--- config.mk ---
export PLATFORM = sky130hd
export DESIGN_NAME = i2c_slave_regs
export DESIGN_NICKNAME = d
export VERILOG_FILES = /design/src/rtl/i2c_slave_regs.sv
export SDC_FILE = /design/constraint.sdc
export NUM_CORES = 1
export LEC_CHECK = 0
export ABC_AREA = 1
export CAP_MARGIN = 20
export CORE_UTILIZATION = 50
export DETAILED_ROUTE_END_ITERATION = 8
export GPL_TIMING_DRIVEN = 0
export MAX_ROUTING_LAYER = met4
export PLACE_DENSITY = 0.84
export SLEW_MARGIN = 20
export SYNTH_ARGS = -nofsm -noshare
export SYNTH_HDL_FRONTEND = slang
export SYNTH_SLANG_ARGS = --single-unit
--- constraint.sdc ---
create_clock -name clk -period 1.9 [get_ports clk]
set_clock_uncertainty 0.2 [all_clocks]
set_input_delay 0.38 -clock clk [delete_from_list [all_inputs] [get_ports clk]]
set_output_delay 0.38 -clock clk [all_outputs]
set_load 0.02 [all_outputs]
--- src/rtl/i2c_slave_regs.sv ---
// I2C target with an 8-bit register pointer and a single-cycle register-file port.
// Define I2C_SLV_FILTER_EN to add a FILT_LEN-cycle stable filter on SCL/SDA after synchronization.
module i2c_slave_regs #(
    parameter logic [6:0] DEV_ADDR = 7'h4B,
    parameter int         FILT_LEN = 3
) (
    input  logic       clk,
    input  logic       reset_n,
    input  logic       scl_i,
    input  logic       sda_i,
    output logic       sda_oe,
    output logic [7:0] reg_addr,
    output logic       wr_en,
    output logic [7:0] wr_data,
    output logic       rd_req,
    input  logic [7:0] rd_data,
    output logic       busy,
    output logic       start_det,
    output logic       stop_det
);

    typedef enum logic [3:0] {
        S_IDLE, S_ADDR, S_ADDR_ACK, S_SUB, S_SUB_ACK,
        S_WDATA, S_WDATA_ACK, S_RDATA, S_RACK, S_IGNORE
    } state_t;

    generate
        if (FILT_LEN < 1) begin : g_bad_filt_len
            $error("FILT_LEN must be at least 1");
        end
    endgenerate

    // Synchronizers reset to the idle-bus level so reset release never looks like an edge.
    logic [1:0] scl_sync, sda_sync;
    logic       scl_f, sda_f;
    logic       scl_p, sda_p;

    always_ff @(posedge clk or negedge reset_n) begin
        if (!reset_n) begin
            scl_sync <= 2'b11;
            sda_sync <= 2'b11;
        end else begin
            scl_sync <= {scl_sync[0], scl_i};
            sda_sync <= {sda_sync[0], sda_i};
        end
    end

`ifdef I2C_SLV_FILTER_EN
    localparam int CW = (FILT_LEN > 1) ? $clog2(FILT_LEN) : 1;
    logic [CW-1:0] scl_cnt, sda_cnt;

    // Output follows the input only after FILT_LEN consecutive samples of the new level.
    always_ff @(posedge clk or negedge reset_n) begin
        if (!reset_n) begin
            scl_f   <= 1'b1;
            sda_f   <= 1'b1;
            scl_cnt <= '0;
            sda_cnt <= '0;
        end else begin
            if (scl_sync[1] == scl_f) begin
                scl_cnt <= '0;
            end else if (scl_cnt == CW'(FILT_LEN - 1)) begin
                scl_f   <= scl_sync[1];
                scl_cnt <= '0;
            end else begin
                scl_cnt <= scl_cnt + 1'b1;
            end
            if (sda_sync[1] == sda_f) begin
                sda_cnt <= '0;
            end else if (sda_cnt == CW'(FILT_LEN - 1)) begin
                sda_f   <= sda_sync[1];
                sda_cnt <= '0;
            end else begin
                sda_cnt <= sda_cnt + 1'b1;
            end
        end
    end
`else
    assign scl_f = scl_sync[1];
    assign sda_f = sda_sync[1];
`endif

    always_ff @(posedge clk or negedge reset_n) begin
        if (!reset_n) begin
            scl_p <= 1'b1;
            sda_p <= 1'b1;
        end else begin
            scl_p <= scl_f;
            sda_p <= sda_f;
        end
    end

    logic scl_rise, scl_fall, start_cond, stop_cond;
    assign scl_rise   = scl_f & ~scl_p;
    assign scl_fall   = ~scl_f & scl_p;
    assign start_cond = ~sda_f & sda_p & scl_f & scl_p;
    assign stop_cond  = sda_f & ~sda_p & scl_f & scl_p;

    state_t     state, state_n;
    logic [2:0] cnt, cnt_n;
    logic [7:0] shift, shift_n;
    logic       rw, rw_n;
    logic       ack_on, ack_on_n;     // ACK slot: SDA already pulled low for the 9th clock
    logic       rd_first, rd_first_n; // next scl_fall fetches a new read byte
    logic       ld_pend, ld_pend_n;   // rd_data is valid this cycle
    logic       sda_oe_n, wr_en_n, rd_req_n, busy_n, start_det_n, stop_det_n;
    logic [7:0] reg_addr_n, wr_data_n;
    logic [7:0] byte_in;

    assign byte_in = {shift[6:0], sda_f};

    // NOTE: every next-value gets a default first so always_comb can never infer a latch.
    always_comb begin
        state_n     = state;
        cnt_n       = cnt;
        shift_n     = shift;
        rw_n        = rw;
        ack_on_n    = ack_on;
        rd_first_n  = rd_first;
        ld_pend_n   = 1'b0;
        sda_oe_n    = sda_oe;
        reg_addr_n  = reg_addr;
        wr_en_n     = 1'b0;
        wr_data_n   = wr_data;
        rd_req_n    = 1'b0;
        busy_n      = busy;
        start_det_n = 1'b0;
        stop_det_n  = 1'b0;

        if (start_cond) begin
            state_n     = S_ADDR;
            cnt_n       = 3'd0;
            sda_oe_n    = 1'b0;
            ack_on_n    = 1'b0;
            rd_first_n  = 1'b0;
            start_det_n = 1'b1;
        end else if (stop_cond) begin
            state_n    = S_IDLE;
            sda_oe_n   = 1'b0;
            busy_n     = 1'b0;
            ack_on_n   = 1'b0;
            rd_first_n = 1'b0;
            stop_det_n = 1'b1;
        end else begin
            if (ld_pend) begin
                shift_n = rd_data;
                if (state == S_RDATA) sda_oe_n = ~rd_data[7];
            end
            case (state)
                S_ADDR: if (scl_rise) begin
                    shift_n = byte_in;
                    cnt_n   = cnt + 3'd1;
                    if (cnt == 3'd7) begin
                        if (shift[6:0] == DEV_ADDR) begin
                            state_n  = S_ADDR_ACK;
                            busy_n   = 1'b1;
                            rw_n     = sda_f;
                            ack_on_n = 1'b0;
                        end else begin
                            state_n = S_IGNORE;
                        end
                    end
                end
                S_ADDR_ACK: if (scl_fall) begin
                    if (!ack_on) begin
                        sda_oe_n = 1'b1;
                        ack_on_n = 1'b1;
                        rd_req_n = rw;
                        ld_pend_n = rw;
                    end else begin
                        ack_on_n = 1'b0;
                        cnt_n    = 3'd0;
                        if (rw) begin
                            state_n  = S_RDATA;
                            sda_oe_n = ~shift[7];
                        end else begin
                            state_n  = S_SUB;
                            sda_oe_n = 1'b0;
                        end
                    end
                end
                S_SUB, S_WDATA: if (scl_rise) begin
                    shift_n = byte_in;
                    cnt_n   = cnt + 3'd1;
                    if (cnt == 3'd7) begin
                        ack_on_n = 1'b0;
                        if (state == S_SUB) begin
                            reg_addr_n = byte_in;
                            state_n    = S_SUB_ACK;
                        end else begin
                            wr_data_n = byte_in;
                            wr_en_n   = 1'b1;
                            state_n   = S_WDATA_ACK;
                        end
                    end
                end
                S_SUB_ACK, S_WDATA_ACK: if (scl_fall) begin
                    if (!ack_on) begin
                        sda_oe_n = 1'b1;
                        ack_on_n = 1'b1;
                    end else begin
                        sda_oe_n = 1'b0;
                        ack_on_n = 1'b0;
                        cnt_n    = 3'd0;
                        state_n  = S_WDATA;
                        if (state == S_WDATA_ACK) reg_addr_n = reg_addr + 8'd1;
                    end
                end
                S_RDATA: begin
                    if (scl_fall) begin
                        if (rd_first) begin
                            rd_first_n = 1'b0;
                            rd_req_n   = 1'b1;
                            ld_pend_n  = 1'b1;
                        end else begin
                            shift_n  = {shift[6:0], 1'b0};
                            sda_oe_n = ~shift[6];
                        end
                    end
                    if (scl_rise) begin
                        cnt_n = cnt + 3'd1;
                        if (cnt == 3'd7) state_n = S_RACK;
                    end
                end
                S_RACK: begin
                    if (scl_fall) sda_oe_n = 1'b0;
                    if (scl_rise) begin
                        if (!sda_f) begin
                            reg_addr_n = reg_addr + 8'd1;
                            rd_first_n = 1'b1;
                            cnt_n      = 3'd0;
                            state_n    = S_RDATA;
                        end else begin
                            state_n = S_IGNORE;
                        end
                    end
                end
                S_IGNORE: sda_oe_n = 1'b0;
                default:  state_n = state;
            endcase
        end
    end

    // NOTE: sequential state uses non-blocking assignments so every register samples pre-edge values.
    always_ff @(posedge clk or negedge reset_n) begin
        if (!reset_n) begin
            state     <= S_IDLE;
            cnt       <= 3'd0;
            shift     <= 8'h00;
            rw        <= 1'b0;
            ack_on    <= 1'b0;
            rd_first  <= 1'b0;
            ld_pend   <= 1'b0;
            sda_oe    <= 1'b0;
            reg_addr  <= 8'h00;
            wr_en     <= 1'b0;
            wr_data   <= 8'h00;
            rd_req    <= 1'b0;
            busy      <= 1'b0;
            start_det <= 1'b0;
            stop_det  <= 1'b0;
        end else begin
            state     <= state_n;
            cnt       <= cnt_n;
            shift     <= shift_n;
            rw        <= rw_n;
            ack_on    <= ack_on_n;
            rd_first  <= rd_first_n;
            ld_pend   <= ld_pend_n;
            sda_oe    <= sda_oe_n;
            reg_addr  <= reg_addr_n;
            wr_en     <= wr_en_n;
            wr_data   <= wr_data_n;
            rd_req    <= rd_req_n;
            busy      <= busy_n;
            start_det <= start_det_n;
            stop_det  <= stop_det_n;
        end
    end

endmodule

Word level (Yosys, flattened, before mapping)
Cells that the tools add are included.

Register bits after elaboration: 46. Input bits: 12.

Bitwise gates (word level): 18. Mux-type cells: 89. Eq/ne operators: 40. Reductions and logical operators: 23. $add $sub $neg: 2.

Operators by type and width (number): two-way mux 8 bit (12); two-way mux 4 bit (15); != test 4 bit (second input constant) (13); two-way mux 1 bit (45); two-way mux 3 bit (8); one-hot mux 4 bit (6 select lines) (1); one-hot mux 8 bit (3 select lines) (1); != test 2 bit (second input constant) (9); == test 4 x 3 -> 1 bit (second input constant) (4); one-hot mux 8 bit (2 select lines) (1); AND reduction 7 bit (2); AND reduction 12 bit (1); AND reduction 6 bit (2); AND reduction 11 bit (1); NOT 1 bit (10); != test 3 x 1 -> 1 bit (second input constant) (3); one-hot mux 3 bit (3 select lines) (1); adder 8 x 1 -> 8 bit (second input constant) (1); bitwise AND 1 bit (8); == test 4 x 2 -> 1 bit (second input constant) (2); == test 4 bit (second input constant) (2); nonzero test 2 bit (4); nonzero test 4 bit (2); nonzero test 8 bit (1); other kinds (19) (23).

Longest topological paths before layout
Depth after elaboration: 8. Mapped depth: 12. Gate-level depth less buffers: 11.

Worst setup path after synthesis
Ideal clock, no wire load.

Path type: reg-to-reg. From: register scl_p. To: register reg_addr[3]. Stages on the path, launching flop included: 9. Data required time: 1573 ps. Path slack: 173 ps. Arrival: 1401 ps. Path buffers: 1. Cells stage by stage: dfstp_2 -> inv_2 -> nor2_4 -> nand2_2 -> o21ai_1 -> nand3_2 -> nor2_4 -> buf_6 -> o21ai_0.

Longest elaborated chain between the ends: 4. Elaborated cells between the ends (all ways): 11.

RTL lines: start: declaration (RTL line 36) `logic scl_p, sda_p;`; start signal: assignment (RTL line 88) `scl_p <= scl_f;`; NOT 1 bit (RTL line 94) `assign scl_rise = scl_f & ~scl_p;`; bitwise AND 1 bit (RTL line 94); != test 2 bit (no line); AND reduction 11 bit (no line) (*); end signal: assignment (RTL line 271) `reg_addr <= reg_addr_n;`; end: declaration (RTL line 12) `output logic [7:0] reg_addr,`.

Mark *: on every way between the ends. The rest lies on a longest branch, timed or not. A chain may end at the register's enable or synchronous reset.

Final worst setup path
From: register scl_sync[1]. To: register shift[4].

Longest elaborated chain between the ends: 4. Elaborated cells between the ends (all ways): 13.

RTL lines: start: declaration (RTL line 34) `logic [1:0] scl_sync, sda_sync;`; start signal: assignment (RTL line 43) `scl_sync <= {scl_sync[0], scl_i};`; NOT 1 bit, or another cell as far along (RTL line 95) `assign scl_fall = ~scl_f & scl_p;`; bitwise AND 1 bit (on tied branches) (RTL line 95, 96, 97); two-way mux 8 bit or NOT 1 bit (tied branches); one-hot mux 8 bit (2 select lines) or AND reduction 2 bit (tied branches); end signal: assignment (RTL line 265) `shift <= shift_n;`; end: declaration (RTL line 101) `logic [7:0] shift, shift_n;`.

Several ways; a longest one is shown, not always the timed one.

==> metrics.txt <==
root buffer cell sky130_fd_sc_hd__clkbuf_8; global-route usage over all layers 0.247; vias in the first global route roughly 2500; number of routed nets with antenna violations 0; area leader, netlist sky130_fd_sc_hd__dfrtp_1; final number of max-transition violations 0; distinct cell type count of the synthesized netlist 34; maximum buffer depth of the clock tree 2; total leakage power approximately 1.9 nW; final layout net count about 480; min-delay src scl_sync[0]; Floorplan Core Area between 5000 and 6000 µm²; Total Wirelength roughly 7000 µm; post-synth design cell area about 2800 µm²; Reg-to-Reg Start scl_sync[1]; maximum level of the CTS H-tree 2; Tmin final roughly 1900 ps; number of cells in the finished layout apart from fillers 531; largest cells by area after synthesis sky130_fd_sc_hd__dfrtp_1 (36%), sky130_fd_sc_hd__nand2_1 (17%), sky130_fd_sc_hd__nand3_1 (7.6%); Post-Synth Simple-Gate Area 0.364; clock latency reported for the late side of the worst-skew pair approximately 300 ps; remaining routing DRC violations 0; overall power consumption 5.43 mW; Via-to-Cell Ratio about 5.3; Mapped Avg Cell Area 7.20 µm²; Power per Cell Area between 1000 and 1500 nW/µm²; Peak supply drop ~1.0 mV; Synth top area share 0.356; chip height between 70 and 80 µm; hold violation total from the final report 0; total congestion overflow after global routing 0; most repeated cell in the gate-level netlist after synthesis sky130_fd_sc_hd__nand2_1; Critical Path Start Type register; required time worst endpoint approximately 1900 ps; drt wl/cell between 10 and 15 µm; number of core rows 26; mux share of post-synthesis cell area 0; GP Congestion around 0.95; crit path DAT 1890 ps; summed negative setup slack over all endpoints 0 ps; share of synthesized flip-flops with an asynchronous set or reset 1.00; fraction of the yosys area taken by sequential cells 0.412; number of standard cells after synthesis 391; Post-Synth XOR/XNOR Area 0.0156; share of post-route cells with drive strength above 1 0.232; TritonCTS clock tree done; synthesis-stage register bit count 46; Die Area between 5000 and 6000 µm²; kind of end point of the critical path register; total of fill cells in the finished design between 400 and 500; Post-Synthesis Net Count between 400 and 500; worst min path class register to register; count of flip-flops with a built-in enable after synthesis 0; unrepaired setup endpoints after global routing yes; CP startpoint scl_sync[1]; antenna cells 0; fraction of the mapped netlist area in adder cells 0.0133; number of max-cap violations 0; Max Clk Rate roughly 0.53 GHz; clock transition at the register clock pins on the worst setup and hold paths after CTS 80 ps; number of instances on the worst hold path 0; Iteration-0 DRC Markers 235; number of placed instances, taps included ~500; pin count of the biggest net entering global routing 28; synthesis warning total 0; classification of the worst setup path register to register; result of the run complete, no violations; Compound-Gate Fraction of Synth Area 0.104; wire length of the first global-routing pass 11400 µm; Die Span X 77.0 µm; combinational family with the most area after synthesis simple AND/OR/NAND/NOR gates; biggest fanout along the worst timing path 9; via count approximately 2800; initial antenna violation count 0; worst r2r path cells 10; count of buffers from port buffering 33; Worst Tran Pin Value between 400 and 500 ps; area growth from synthesis to final layout 31.7%; effective utilization at floorplan 0.534; part of the cycle the worst path needs 0.997; CTS buffer count 5; placed wire-length estimate around 5000 µm; Final setup violation count 0; cell types with the highest counts after synthesis sky130_fd_sc_hd__nand2_1 (126), sky130_fd_sc_hd__inv_1 (48), sky130_fd_sc_hd__nand3_1 (43); number of placed I/O pins 34; clock sinks 46; Synth Flop Type sky130_fd_sc_hd__dfrtp_1; first-pass iteration count of the detailed router 5; minimum hold slack around 160 ps; worst rel slew slack 0.677
[sequential cells by signal (all words and copies together) (netlist names), 2 cells and up]
name,flops
reg_addr,8
scl_sync,2
state,4
sda_sync,2
wr_data,8
cnt,3
shift,8
[cell type report]
| cell class | count | area, µm² | area share |
|---|---|---|---|
| Clock buffer | 6 | 82.6 | 0.0223 |
| Buffer | 9 | 63.8 | 0.0172 |
| Timing Repair Buffer | 64 | 572 | 0.154 |
| Clock inverter | 1 | 30.0 | 0.00811 |
| Sequential cell | 46 | 1160 | 0.313 |
| Inverter | 51 | 200 | 0.0540 |
| Multi-Input combinational cell | 284 | 1510 | 0.407 |
| Tap cell | 70 | 87.6 | 0.0236 |
[critical path, cell delays in order, from the launching register on]
cell	delay (ps)
sky130_fd_sc_hd__dfstp_2	630
sky130_fd_sc_hd__buf_4	150
sky130_fd_sc_hd__nor2_4	40
sky130_fd_sc_hd__buf_4	130
sky130_fd_sc_hd__buf_4	130
sky130_fd_sc_hd__nand3_4	120
sky130_fd_sc_hd__nand2_4	100
sky130_fd_sc_hd__nand3_1	90
sky130_fd_sc_hd__nand3_1	80
sky130_fd_sc_hd__nand2_1	70
sky130_fd_sc_hd__inv_1	40
[through the flow]
stage                     instance area, µm²  utilization  worst slack (ps)
after floorplan                         2810            -               173
after global placement                  3230        0.613              -949
after detailed placement                3250        0.616              -105
after CTS                               3390        0.643              4.27
after global routing                    3700        0.703             -74.2
final                                   3700        0.703              5.46
[layout by cell type, fill, tap and decap left out, drive strengths merged]
cell / n
xnor2: 1
nand4: 5
a22oi: 1
dfrtp: 40
nor3: 3
a21oi: 8
inv: 50
nand2: 132
nand3: 46
buf: 38
xor2: 4
and2: 1
dlymetal6s2s: 3
dlygate4sd2: 7
clkinvlp: 1
a2111oi: 1
nor2: 34
nor3b: 1
dlygate4sd3: 1
o211ai: 2
clkbuf: 8
bufinv: 1
o22ai: 1
dfstp: 6
ha: 3
o21ai: 40
o2111ai: 1
clkdlybuf4s50: 22
[cell families (layout without fill, tap and decap cells)]
group                      Yosys count  count (layout)
and+or+nand+nor                    222             222
adders and majority gates            3               3
DFF                                 46              46
xor gates and xnor gates             5               5
AOI/OAI and AO/OA                   54              54
buffers and inverters               61             131
[path summary, 6_finish.rpt]
kind                                to  slack [ps]
max                           shift[4]           5
min                        scl_sync[1]         160
max reg2reg                   shift[4]           5
min reg2reg                scl_sync[1]         160
max in group asynchronous   wr_data[1]         630
min in group asynchronous  reg_addr[4]         360
[where the power goes]
group,internal (mW),switching (mW)
combinational,1.19,1.98
sequential,1.27,0.252
clock,0.421,0.323
[layer usage]
layer	wire (µm)	up-vias	GRT usage
met5	0	-	-
met4	189	0	0.0849
met3	384	22	0.0429
met2	3490	117	0.409
met1	3110	1303	0.306
li1	-	1391	-
[repair_timing]
action,CTS,global route
hold buffers,1,0
pin swaps,1,12
cloned,0,1
setup buffers,3,25
hold endpoints to repair,13,0
resized for setup,9,52
endpoints found under the setup margin,30,37
Power figures use the tool's default switching activity.
